File: config.mk
export PLATFORM = sky130hd
export DESIGN_NAME = multdiv_scheduler_flat
export DESIGN_NICKNAME = d
export VERILOG_FILES = /design/src/rtl/multdiv_scheduler_if.sv /design/src/rtl/multdiv_scheduler.sv /design/src/flat_wrapper.sv
export SDC_FILE = /design/constraint.sdc
export NUM_CORES = 1
export LEC_CHECK = 0
export CELL_PAD_IN_SITES_DETAIL_PLACEMENT = 0
export CELL_PAD_IN_SITES_GLOBAL_PLACEMENT = 1
export CORE_MARGIN = 10
export CORE_UTILIZATION = 29
export CTS_BUF_LIST = sky130_fd_sc_hd__clkbuf_16
export CTS_CLUSTER_SIZE = 12
export DETAILED_ROUTE_END_ITERATION = 7
export PLACE_DENSITY_LB_ADDON = 0.25
export SYNTH_ARGS = -nofsm -noshare
export SYNTH_HDL_FRONTEND = slang
export SYNTH_SLANG_ARGS = --single-unit
File: constraint.sdc
create_clock -name clock -period 1.8 [get_ports clock]
set_input_delay 0.36 -clock clock [delete_from_list [all_inputs] [get_ports clock]]
set_output_delay 0.36 -clock clock [all_outputs]
set_load 0.05 [all_outputs]
File: src/rtl/multdiv_scheduler_if.sv
// Decode/writeback and multdiv-unit signals of the multdiv scheduler.
// master = scheduler side, slave = pipeline/unit side.
interface multdiv_scheduler_if;
    logic        start_mult;
    logic        start_div;
    logic [31:0] DX_A;
    logic [31:0] DX_B;
    logic [4:0]  DX_rd;
    logic [31:0] md_result;
    logic        md_resultRDY;
    logic        md_exception;
    logic        ctrl_MULT;
    logic        ctrl_DIV;
    logic [31:0] op_A;
    logic [31:0] op_B;
    logic        stall;
    logic        wb_valid;
    logic [31:0] wb_data;
    logic [4:0]  wb_rd;
    logic        busy;

    modport master (
        input  start_mult, start_div, DX_A, DX_B, DX_rd,
        input  md_result, md_resultRDY, md_exception,
        output ctrl_MULT, ctrl_DIV, op_A, op_B, stall,
        output wb_valid, wb_data, wb_rd, busy
    );

    modport slave (
        output start_mult, start_div, DX_A, DX_B, DX_rd,
        output md_result, md_resultRDY, md_exception,
        input  ctrl_MULT, ctrl_DIV, op_A, op_B, stall,
        input  wb_valid, wb_data, wb_rd, busy
    );
endinterface

File: src/rtl/multdiv_scheduler.sv
// Sequences one mul/div at a time through the multdiv unit, stalling
// the front end and injecting the result (or status) into writeback.
module multdiv_scheduler #(
    parameter int unsigned TIMEOUT_CYCLES = 40,
    parameter int unsigned MULT_STATUS    = 4,
    parameter int unsigned DIV_STATUS     = 5
) (
    input  logic                clock,
    input  logic                reset_n,
    multdiv_scheduler_if.master bus
);
    typedef enum logic [1:0] {
        S_IDLE, S_ISSUE, S_BUSY, S_DONE
    } state_t;

    state_t      r_state;
    state_t      w_next;
    logic        r_is_mult;
    logic [31:0] r_op_a;
    logic [31:0] r_op_b;
    logic [4:0]  r_rd;
    logic [5:0]  r_cnt;
    logic [31:0] r_wb_data;
    logic [4:0]  r_wb_rd;
    logic        w_start;
    logic [5:0]  w_cnt_inc;
    logic        w_timeout;
    logic [31:0] w_status;

    assign w_start   = bus.start_mult | bus.start_div;
    assign w_cnt_inc = (r_cnt == 6'h3f) ? r_cnt : r_cnt + 6'd1;
    // Counter holds completed BUSY cycles, so this fires on the last allowed one.
    assign w_timeout = (w_cnt_inc == 6'(TIMEOUT_CYCLES));
    assign w_status  = r_is_mult ? 32'(MULT_STATUS) : 32'(DIV_STATUS);

    always_ff @(posedge clock or negedge reset_n) begin
        if (!reset_n) r_state <= S_IDLE;
        else          r_state <= w_next;
    end

    always_comb begin
        w_next        = r_state;
        bus.ctrl_MULT = 1'b0;
        bus.ctrl_DIV  = 1'b0;
        bus.stall     = 1'b0;
        bus.busy      = 1'b0;
        bus.wb_valid  = 1'b0;
        unique case (r_state)
            S_IDLE: begin
                bus.stall = w_start;
                if (w_start) w_next = S_ISSUE;
            end
            S_ISSUE: begin
                bus.ctrl_MULT = r_is_mult;
                bus.ctrl_DIV  = ~r_is_mult;
                bus.stall     = 1'b1;
                bus.busy      = 1'b1;
                w_next        = S_BUSY;
            end
            S_BUSY: begin
                bus.stall = 1'b1;
                bus.busy  = 1'b1;
                if (bus.md_resultRDY || w_timeout) w_next = S_DONE;
            end
            S_DONE: begin
                bus.wb_valid = 1'b1;
                w_next       = S_IDLE;
            end
            default: w_next = S_IDLE;
        endcase
    end

    always_ff @(posedge clock or negedge reset_n) begin
        if (!reset_n) begin
            r_is_mult <= 1'b0;
            r_op_a    <= '0;
            r_op_b    <= '0;
            r_rd      <= '0;
            r_cnt     <= '0;
            r_wb_data <= '0;
            r_wb_rd   <= '0;
        end else begin
            unique case (r_state)
                S_IDLE: begin
                    if (w_start) begin
                        r_is_mult <= bus.start_mult;
                        r_op_a    <= bus.DX_A;
                        r_op_b    <= bus.DX_B;
                        r_rd      <= bus.DX_rd;
                    end
                end
                S_ISSUE: r_cnt <= '0;
                S_BUSY: begin
                    r_cnt <= w_cnt_inc;
                    if (bus.md_resultRDY) begin
                        r_wb_data <= bus.md_exception ? w_status : bus.md_result;
                        r_wb_rd   <= bus.md_exception ? 5'd30 : r_rd;
                    end else if (w_timeout) begin
                        r_wb_data <= w_status;
                        r_wb_rd   <= 5'd30;
                    end
                end
                default: ;
            endcase
        end
    end

    assign bus.op_A    = r_op_a;
    assign bus.op_B    = r_op_b;
    assign bus.wb_data = r_wb_data;
    assign bus.wb_rd   = r_wb_rd;
endmodule

File: src/flat_wrapper.sv
// flat-port wrapper written by rule: the top's interface ports become plain ports
module multdiv_scheduler_flat 
#(
    parameter int unsigned TIMEOUT_CYCLES = 40,
    parameter int unsigned MULT_STATUS    = 4,
    parameter int unsigned DIV_STATUS     = 5
)
  (clock, reset_n, bus_start_mult, bus_start_div, bus_DX_A, bus_DX_B, bus_DX_rd, bus_md_result, bus_md_resultRDY, bus_md_exception, bus_ctrl_MULT, bus_ctrl_DIV, bus_op_A, bus_op_B, bus_stall, bus_wb_valid, bus_wb_data, bus_wb_rd, bus_busy);
  multdiv_scheduler_if bus_i ();
  input  logic clock;
  input  logic reset_n;
  input wire logic [$bits(bus_i.start_mult)-1:0] bus_start_mult;
  input wire logic [$bits(bus_i.start_div)-1:0] bus_start_div;
  input wire logic [$bits(bus_i.DX_A)-1:0] bus_DX_A;
  input wire logic [$bits(bus_i.DX_B)-1:0] bus_DX_B;
  input wire logic [$bits(bus_i.DX_rd)-1:0] bus_DX_rd;
  input wire logic [$bits(bus_i.md_result)-1:0] bus_md_result;
  input wire logic [$bits(bus_i.md_resultRDY)-1:0] bus_md_resultRDY;
  input wire logic [$bits(bus_i.md_exception)-1:0] bus_md_exception;
  output wire logic [$bits(bus_i.ctrl_MULT)-1:0] bus_ctrl_MULT;
  output wire logic [$bits(bus_i.ctrl_DIV)-1:0] bus_ctrl_DIV;
  output wire logic [$bits(bus_i.op_A)-1:0] bus_op_A;
  output wire logic [$bits(bus_i.op_B)-1:0] bus_op_B;
  output wire logic [$bits(bus_i.stall)-1:0] bus_stall;
  output wire logic [$bits(bus_i.wb_valid)-1:0] bus_wb_valid;
  output wire logic [$bits(bus_i.wb_data)-1:0] bus_wb_data;
  output wire logic [$bits(bus_i.wb_rd)-1:0] bus_wb_rd;
  output wire logic [$bits(bus_i.busy)-1:0] bus_busy;
  assign bus_i.start_mult = bus_start_mult;
  assign bus_i.start_div = bus_start_div;
  assign bus_i.DX_A = bus_DX_A;
  assign bus_i.DX_B = bus_DX_B;
  assign bus_i.DX_rd = bus_DX_rd;
  assign bus_i.md_result = bus_md_result;
  assign bus_i.md_resultRDY = bus_md_resultRDY;
  assign bus_i.md_exception = bus_md_exception;
  assign bus_ctrl_MULT = bus_i.ctrl_MULT;
  assign bus_ctrl_DIV = bus_i.ctrl_DIV;
  assign bus_op_A = bus_i.op_A;
  assign bus_op_B = bus_i.op_B;
  assign bus_stall = bus_i.stall;
  assign bus_wb_valid = bus_i.wb_valid;
  assign bus_wb_data = bus_i.wb_data;
  assign bus_wb_rd = bus_i.wb_rd;
  assign bus_busy = bus_i.busy;
  multdiv_scheduler #(.TIMEOUT_CYCLES(TIMEOUT_CYCLES), .MULT_STATUS(MULT_STATUS), .DIV_STATUS(DIV_STATUS)) u_core (.clock(clock), .reset_n(reset_n), .bus(bus_i));
endmodule
# Yosys cells after proc, flatten, opt, wreduce, memory -nomap -nowiden
# Cells that the tools add are included.
dict set report totals {
  reg_bits 115
  inputBits 107
  output_inout_bits 106
  elab_cells 43
}
dict set report op_classes {
  n_addsub 1
  eq_ne 7
  n_mux 17
  bitwise 2
  reduce_logical 8
}
# op n
set ops {}
lappend ops {{32-bit two-way mux} 3}
lappend ops {{5-bit two-way mux} 3}
lappend ops {{6-bit == test, second input constant} 2}
lappend ops {{6-bit case mux with 2 select lines} 1}
lappend ops {{2-bit case mux with 4 select lines} 1}
lappend ops {{6-bit by 1-bit adder with 6-bit output, second input constant} 1}
lappend ops {{6-bit two-way mux} 1}
lappend ops {{2-bit AND reduction} 3}
lappend ops {{1-bit two-way mux} 5}
lappend ops {{2-bit == test, second input constant} 2}
lappend ops {{2-bit two-way mux} 2}
lappend ops {{2-bit by 1-bit != test with 1-bit output, second input constant} 2}
lappend ops {{2-bit nonzero test} 2}
lappend ops {{2-bit by 1-bit == test with 1-bit output, second input constant} 1}
lappend ops {{2-bit zero test} 1}
lappend ops {{1-bit case mux with 2 select lines} 1}
lappend ops {{2-bit OR reduction} 1}
lappend ops {{1-bit logical OR} 1}
lappend ops {{1-bit inverter} 1}
lappend ops {{1-bit OR} 1}

# Longest topological paths before layout
# Gate-level depths: netlist of run 1.
dict set report logic_depth {
  depth_word 6
  ltp_mapped 7
}

# Worst setup path before layout of run 1
# Ideal clock, no wire load.
dict set report synth_path {
  path_kind {flip-flop to output port}
  startpoint {reg u_core.r_state[0]}
  endpoint {out bus_stall}
  t_arrival_ns 2.227
  path_slack_ns -0.787
  stages_incl_launch_ff 6
  n_path_buf 1
  cell_sequence {dfrtp_1 inv_1 ha_1 clkbuf_1 inv_1 a21oi_1}
}
dict set report synth_via {
  elab_chain_len 3
}
# element line
set synth_lines {}
lappend synth_lines {{from (decl)} multdiv_scheduler.sv:16} ;# state_t r_state;
lappend synth_lines {{from (signal assigned)} multdiv_scheduler.sv:38} ;# else r_state <= w_next;
lappend synth_lines {{2-bit by 1-bit == test with 1-bit output / 2-bit == test (equally long branches)} multdiv_scheduler.sv:48} ;# unique case (r_state)
lappend synth_lines {{2-bit OR reduction (no line)} -}
lappend synth_lines {{1-bit case mux with 2 select lines (*)} multdiv_scheduler.sv:48}
lappend synth_lines {{to (decl)} flat_wrapper.sv:24} ;# output wire logic [$bits(bus_i.stall)-1:0] bus_stall;
# Mark *: on every way between the ends. The rest lies on a longest branch, timed or not.

# Worst setup path in the final report of run 1
dict set report layout_path {
  startpoint {reg u_core.r_cnt[0]}
  endpoint {reg u_core.r_wb_data[6] (netlist: u_core.bus.wb_data[6])}
}
dict set report layout_via {
  elab_chain_len 5
}
# element line
set layout_lines {}
lappend layout_lines {{from (decl)} multdiv_scheduler.sv:22} ;# logic [5:0] r_cnt;
lappend layout_lines {{from (signal assigned)} multdiv_scheduler.sv:94} ;# r_cnt <= w_cnt_inc;
lappend layout_lines {{6-bit by 1-bit adder with 6-bit output / 6-bit == test (equally long branches)} multdiv_scheduler.sv:31} ;# assign w_cnt_inc = (r_cnt == 6'h3f) ? r_cnt : r_cnt + 6'd1;
lappend layout_lines {{6-bit two-way mux (*)} multdiv_scheduler.sv:31}
lappend layout_lines {{6-bit == test (*)} multdiv_scheduler.sv:33} ;# assign w_timeout = (w_cnt_inc == 6'(TIMEOUT_CYCLES));
lappend layout_lines {{2-bit nonzero test (no line) (*)} -}
lappend layout_lines {{2-bit AND reduction (no line) (*)} -}
lappend layout_lines {{to (signal assigned)} multdiv_scheduler.sv:96} ;# r_wb_data <= bus.md_exception ? w_status : bus.md_result;
lappend layout_lines {{to (signal assigned)} multdiv_scheduler.sv:99} ;# r_wb_data <= w_status;
lappend layout_lines {{to (decl)} multdiv_scheduler.sv:23} ;# logic [31:0] r_wb_data;
# Marked as above.
# A chain may end at the register's enable or synchronous reset.

==> out/metrics.csv, run 1 <==
metric,value,unit
Clk pwr share,18.3,%
met3 wire length,1363,um
vias in the first global route,3866,
Mapped Avg Cell Area,14.41,um2
Post-synth EDFFs,0,
Setup Skew,6.604,ps
Worst slew margin,66.15,%
# nets final,679,
post-DP HPWL,10430,um
Area contributors post-synth,"dfrtp_1, mux2_2, a22o_1",
setup slack after layout,-68.62,ps
initial core utilization,29.74,%
PwrDens,2320,nW/um2
worst hold-check path type,primary input to asynchronous set/reset pin,
share of cells above drive strength 1,46.97,%
"Data required, critical path",2090,ps
Hold Fails Final Rpt,0,
grt total ovfl,0,
Critical Path Start Type,flip-flop,
crit path launch,u_core.r_cnt[0],
pins over their slew limit,0,
met1 wire length,5678,um
number of fill cells,1354,
most frequent cells in the layout,"buf_4, dfrtp_1, clkdlybuf4s50_1, mux2_2, a22o_1",
yosys warns,0,
"commonest non-fill, non-tap cell in the layout",buf_4,
"CTS clk-pin slew, worst paths",50,ps
"Core Util, Final",50.16,%
Die Area,21120,um2
Longest Clk Path Bufs,2,
period utilisation layout,103.8,%
pin count of the biggest net entering global routing,37,
failing checks,negative setup slack,
clock latency on the worst-skew pair,410,ps
RSZ-0062 raised after global routing,yes,
io pins,213,
1st-pass router iterations,4,
Setup-failing EPs final,29,
FMAX,0.5352,GHz
CTS Root Cell,clkbuf_16,
status,finished with violations,
Sink Count,115,
Area after DPL,6953,um2
Seq pwr share,25.5,%
Die Wd,145.3,um
Max rail drop VDD,1.618,mV
vias post-DR,3476,
Max Used Layer,met4,
Comb power frac,56.2,%
H-tree depth,4,
Leakage,3.514,nW
Synth Cell Area,4554,um2
Sw Ratio,45.35,%
Rows,45,
post-layout min period,1869,ps
"flops & latches, synth",115,
Gate Count Post-Synth,316,
core area,15310,um2
first-pass GRT wire length,21760,um
post-route ant nets,0,
total CTS buffers,17,
CP Capture Type,flip-flop,
DRT iter0 DRCs,86,
async set-or-reset flop fraction in the synthesized netlist,100.0,%
Post-Route WL,13700,um
routed length per instance,17.38,um
reg2reg start,u_core.r_cnt[0],
Vias/cell,4.411,
die height,145.3,um
worst hold slack,467.2,ps
IO Port Bufs,212,
number of antenna violations at the first check in global routing,0,
sequential area share after synthesis,63.19,%
crit path kind,flip-flop to flip-flop,
worst-path fanout max,25,
antenna cells,0,
worst slew pin tran,507.8,ps
"area leader, netlist",dfrtp_1,
Syn Nets,429,
RePlAce Congestion,0.7457,
switching pwr,8.083,mW
wire length on met2,6501,um
CTS tree,yes,
Post-route DRC,0,
overall routing resource usage,13.06,%
max-cap viol count,0,
Yosys cell types,38,
finished layout cell area,7681,um2
Internal Power,9.740,mW
Area Growth Syn to Fin,68.65,%
most used flip-flop cell after synthesis,dfrtp_1,
crit path DAT,2160,ps
post-synth top area share,63.19,%
synthesized netlist by cell type (2+ instances only):
cell / instances
mux2_2: 70
a22o_1: 25
a22oi_1: 2
o21ai_0: 5
nor2b_1: 2
a21oi_1: 12
ha_1: 6
and2_1: 2
nor3_1: 2
nand2_1: 9
buf_2: 2
inv_1: 12
clkbuf_1: 11
or2b_1: 2
nor2_1: 9
dfrtp_1: 115
a41oi_1: 2
a22o_2: 6
buf_6: 3
flip-flops by register name (all words and copies together) (netlist names):
name / cells
u_core.r_cnt: 6
u_core.r_rd: 5
u_core.r_is_mult: 1
u_core.bus.wb_rd: 5
u_core.bus.wb_data: 32
u_core.r_state: 2
u_core.bus.op_A: 32
u_core.bus.op_B: 32
power groups by stage:
| stage | clock network (mW) | registers, mW | logic (mW) |
|---|---|---|---|
| 2_1_floorplan | 0 | 8.45 | 2.56 |
| 3_3_place_gp | 0 | 4.51 | 9.72 |
| 3_5_place_dp | 0 | 4.56 | 9.79 |
| 4_1_cts | 3.37 | 4.55 | 10.0 |
| 5_1_grt | 3.50 | 4.71 | 10.5 |
| 6_report | 3.27 | 4.54 | 10.0 |
metrics by stage:
stage | setup WS [ps] | setup TNS (ps) | power (mW) | instances
after global placement | -84.93 | -6614 | 14.23 | 747
after CTS | -93.47 | -2133 | 17.95 | 784
after global routing | -166.5 | -4730 | 18.72 | 788
after detailed placement | -94.98 | -7599 | 14.35 | 747
after floorplan | -13.70 | -350.1 | 11.02 | 316
final | -68.62 | -1351 | 17.82 | 788
cell type report:
cell class	count	area (um2)	area share, %
Sequential cell	115	2880	37.50
Tap cell	211	264.0	3.437
Inverter	12	47.55	0.6190
Multi-Input combinational cell	172	1649	21.47
Timing Repair Buffer	248	2271	29.57
Clock inverter	13	143.9	1.873
Clock buffer	17	425.4	5.538
routing by layer:
metal | vias to the layer above | GRT usage [%]
li1 | 1629 | -
met1 | 1692 | 15.01
met2 | 147 | 19.88
met3 | 8 | 7.699
met4 | 0 | 4.297
met5 | - | 0
cells by family after synthesis:
| kind of cell | share of synthesized area (%) |
|---|---|
| multiplexers | 17.53 |
| XOR/XNOR | 0.1923 |
| buffers and inverters | 2.939 |
| AND/OR/NAND/NOR | 4.093 |
| adder cells (fa/ha/maj) | 1.648 |
| AO/OA/AOI/OAI | 10.41 |
| flip-flops | 63.19 |
critical path: stages (launching register included):
cell and delay, ps:
dfrtp_2 430, ha_4 180, or2_2 270, o21ai_1 80
a31o_2 210, o221ai_4 170, buf_12 200, a22o_2 210
timing repair:
action                     CTS  global route
setup endpoints to repair   36            43
cloned                       0             0
gates resized for setup     16             5
pin swaps                    1             2
setup buffers                6             4
hold buffers                 1             0
hold endpoints to repair    32             0
final timing paths:
kind / slack, ps / to / cells after the start
setup / recovery: -70 / u_core.bus.wb_data[6] / 7
hold / removal: 470 / u_core.bus.op_B[14] / 2
min in group clock: 500 / u_core.bus.wb_rd[0] / 1
setup reg to reg: -70 / u_core.bus.wb_data[6] / 7
max in group asynchronous: 730 / u_core.bus.op_B[24] / 3
hold reg to reg: 500 / u_core.bus.wb_rd[0] / 1
Note: power is estimated with default switching activity, not from simulation.
==> inputs of run 2 (changes only) <==
CORE_UTILIZATION = 25   (was 29)
==> out/metrics.csv, run 2 (same netlist as run 1, synthesis figures left out) <==
metric,value,unit
most frequent cells in the layout,"buf_4, dfrtp_1, clkdlybuf4s50_1, mux2_2, a22o_1",
# nets final,677,
setup tns final,-1786,ps
setup slack after layout,-82.00,ps
worst-path fanout max,30,
Die Wd,155.0,um
DRT iter0 DRCs,152,
pin count of the biggest net entering global routing,116,
Area Growth Syn to Fin,69.40,%
Hold Fails Final Rpt,0,
crit path launch,u_core.r_cnt[1],
routed length per instance,17.32,um
CTS Root Cell,clkbuf_16,
Vias/cell,4.389,
share of cells above drive strength 1,46.53,%
worst hold slack,20.37,ps
IO Port Bufs,212,
first-pass GRT wire length,21910,um
failing checks,negative setup slack,
post-route ant nets,0,
antenna cells,0,
die height,155.0,um
Longest Clk Path Bufs,2,
worst slew pin tran,652.8,ps
Post-route DRC,0,
RSZ-0062 raised after global routing,yes,
"CTS clk-pin slew, worst paths",50,ps
worst hold-check path type,primary input to asynchronous set/reset pin,
reg2reg start,u_core.r_cnt[1],
"commonest non-fill, non-tap cell in the layout",buf_4,
crit path DAT,2180,ps
post-DP HPWL,10320,um
clock latency on the worst-skew pair,410,ps
initial core utilization,25.35,%
H-tree depth,4,
CTS tree,yes,
CP Capture Type,flip-flop,
Critical Path Start Type,flip-flop,
status,finished with violations,
Die Area,24020,um2
Worst slew margin,56.48,%
vias in the first global route,3930,
FMAX,0.5313,GHz
"Data required, critical path",2100,ps
Post-Route WL,13950,um
Setup Skew,6.955,ps
overall routing resource usage,11.51,%
Leakage,3.527,nW
period utilisation layout,104.6,%
vias post-DR,3533,
pre-CTS WS,-101.2,ps
Rows,49,
RePlAce Congestion,0.8044,
max-cap viol count,0,
R2R Setup Slk,-80,ps
post-layout min period,1882,ps
pins over their slew limit,0,
Max rail drop VDD,1.212,mV
1st-pass router iterations,4,
Setup-failing EPs final,31,
io pins,213,
core area,17960,um2
total CTS buffers,17,
grt total ovfl,0,
crit path kind,flip-flop to flip-flop,
PwrDens,2342,nW/um2
number of antenna violations at the first check in global routing,0,
Sink Count,115,
## run 2: cell type report
cell class / count / area [um2]
fill: 1679 / 10250
multi-input combinational: 172 / 1645
timing repair buffer: 246 / 2237
clock buffer: 17 / 425.4
tap: 229 / 286.5
inverter: 12 / 45.04
sequential: 115 / 2880
clock inverter: 14 / 195.2
## run 2: where the power goes
group,internal (mW),switching (mW)
Clock,2.42,1.15
Sequential,3.85,0.699
Combinational,3.72,6.23
## run 2: metal layers
metal  GRT usage (%)  part of all wire, %  vias up
met4           3.959                  1.2        0
met2           17.33                   46      145
li1                -                    -     1632
met3           7.031                   11       12
met1           13.15                   41     1744
met5               0                    0        -
## run 2: path summary, 6_finish.rpt
check,to,cells past startpoint
max,u_core.bus.wb_data[3],7
max reg2reg,u_core.bus.wb_data[3],7
min,u_core.bus.wb_data[24],2
min reg2reg,u_core.bus.wb_data[30],1
max in group asynchronous,u_core.bus.op_B[31],2
min in group clock,u_core.bus.wb_data[30],1
## run 2: worst max-delay path: stages, from the launching register on
cell and delay [ps]:
dfrtp_2 400, ha_4 180, nand3_4 90, or4_4 460
nand2b_4 100, o221ai_4 130, buf_12 190, a22o_2 220
## run 2: per-stage QoR
step	instances	area (um2)	total power, mW	util [%]
2_1_floorplan	316	4611	11.02	-
3_3_place_gp	767	6978	14.26	38.85
3_5_place_dp	767	6978	14.39	38.85
4_1_cts	801	7644	18.22	42.55
5_1_grt	805	7715	18.99	42.95
6_report	805	7715	18.07	42.95
## run 2: timing repair
item	4_1_cts	5_1_grt
hold buffers	0	0
endpoints found under the setup margin	35	43
pin swaps	0	3
resized for setup	10	8
buffers inserted	3	4
==> inputs of run 3 (changes only) <==
CTS_CLUSTER_SIZE = not set   (was 12)
HOLD_SLACK_MARGIN = 0.12   (was not set)
==> out/metrics.csv, run 3 (same netlist as run 1, synthesis figures left out) <==
metric,value,unit
H-tree depth,4,
Vias/cell,4.373,
vias post-DR,3525,
grt total ovfl,0,
max incr delay on CP,460,ps
RePlAce Congestion,0.8044,
post-layout min period,1883,ps
Worst slew margin,56.80,%
worst hold-check path type,flip-flop to flip-flop,
Leakage,3.531,nW
setup tns final,-1759,ps
vias in the first global route,3933,
CTS tree,yes,
total CTS buffers,17,
Tot Pwr,18.06,mW
"Data required, critical path",2090,ps
die height,155.0,um
most frequent cells in the layout,"buf_4, dfrtp_1, clkdlybuf4s50_1, mux2_2, a22o_1",
first-pass GRT wire length,21920,um
pins over their slew limit,0,
failing checks,negative setup slack,
DRT iter0 DRCs,143,
"delay-heaviest family, CP",simple AND/OR/NAND/NOR gates,
antenna cells,0,
Post-Route WL,13910,um
overall routing resource usage,11.51,%
CP Capture Type,flip-flop,
IO Port Bufs,212,
worst path bufs/invs,1,
initial core utilization,25.35,%
CP max stage cell,or4_4,
Sink Count,115,
PwrDens,2338,nW/um2
setup slack after layout,-82.73,ps
Setup Skew,7.515,ps
max-cap viol count,0,
share of cells above drive strength 1,46.45,%
"commonest non-fill, non-tap cell in the layout",buf_4,
Longest Clk Path Bufs,2,
Die Wd,155.0,um
crit path DAT,2180,ps
"CTS clk-pin slew, worst paths",50,ps
Post-route DRC,0,
routed length per instance,17.26,um
clock latency on the worst-skew pair,410,ps
post-DP HPWL,10320,um
pin count of the biggest net entering global routing,116,
status,finished with violations,
Max rail drop VDD,1.211,mV
Hold Fails Final Rpt,0,
crit path kind,flip-flop to flip-flop,
period utilisation layout,104.6,%
# nets final,678,
Die Area,24020,um2
"Core Util, Final",43.00,%
FMAX,0.5311,GHz
CTS Root Cell,clkbuf_16,
post-route ant nets,0,
worst-path fanout max,30,
io pins,213,
Setup-failing EPs final,31,
worst slew pin tran,648.0,ps
Area Growth Syn to Fin,69.62,%
Critical Path Start Type,flip-flop,
RSZ-0062 raised after global routing,yes,
worst path cell trace,ha_4 -> nand3_4 -> or4_4 -> nand2b_4 -> o221ai_4 -> buf_12 -> a22o_2,
Rows,49,
core area,17960,um2
number of antenna violations at the first check in global routing,0,
1st-pass router iterations,4,
run 3: worst paths after layout:
path                                             start                     end  slack [ps]  cells past startpoint
worst max-delay path                   u_core.r_cnt[1]   u_core.bus.wb_data[3]         -80                      7
max in group asynchronous                      reset_n     u_core.bus.op_B[31]         730                      3
min in group asynchronous                      reset_n  u_core.bus.wb_data[24]         570                      3
worst max register to register         u_core.r_cnt[1]   u_core.bus.wb_data[3]         -80                      7
worst min register to register  u_core.bus.wb_data[30]  u_core.bus.wb_data[30]         500                      1
worst min-delay path            u_core.bus.wb_data[30]  u_core.bus.wb_data[30]         500                      1
run 3: metal layers:
layer  share of wire, %  wire length, um  track usage, %  up-vias
met5                  0                0               0        -
met3                 12             1705           7.058       13
met4                1.2              166           3.959        0
li1                   -                -               -     1635
met1                 40             5618           13.13     1723
met2                 46             6424           17.33      154
run 3: through the flow:
step | std cells | hold WS (ps) | instance area [um2] | setup slack [ps]
after floorplan | 316 | 64.41 | 4611 | -13.70
after global placement | 767 | 483.9 | 6978 | -74.78
after detailed placement | 767 | 485.0 | 6978 | -101.2
after CTS | 802 | 505.1 | 7654 | -85.83
after global routing | 806 | 513.4 | 7725 | -159.4
final | 806 | 499.0 | 7725 | -82.73
run 3: report_power, final:
part | switching [mW] | internal (mW)
combinational | 6.23 | 3.72
sequential | 0.695 | 3.85
clock | 1.15 | 2.42
total | 8.08 | 9.99
run 3: area by class of cell:
class	count	area, um2
Tap cell	229	286.5
Clock buffer	17	425.4
Timing Repair Buffer	247	2247
Clock inverter	14	195.2
Inverter	12	45.04
Multi-Input combinational cell	172	1645
Sequential cell	115	2880
Fill cell	1678	10240
run 3: worst reg2reg max path, delay by kind of cell, from the launching register on:
family / cells / cell delay [ps]
AND/OR/NAND/NOR: 3 / 650
AO/OA/AOI/OAI: 2 / 350
adder cells (fa/ha/maj): 1 / 180
flip-flops: 1 / 400
buffers and inverters: 1 / 190
run 3: what timing repair did:
action,4_1_cts,5_1_grt
setup buffers,3,4
endpoints found under the hold margin,115,0
gates resized for setup,10,8
endpoints found under the setup margin,35,43
pin swaps,0,3
hold buffers,1,0
gates cloned,0,0
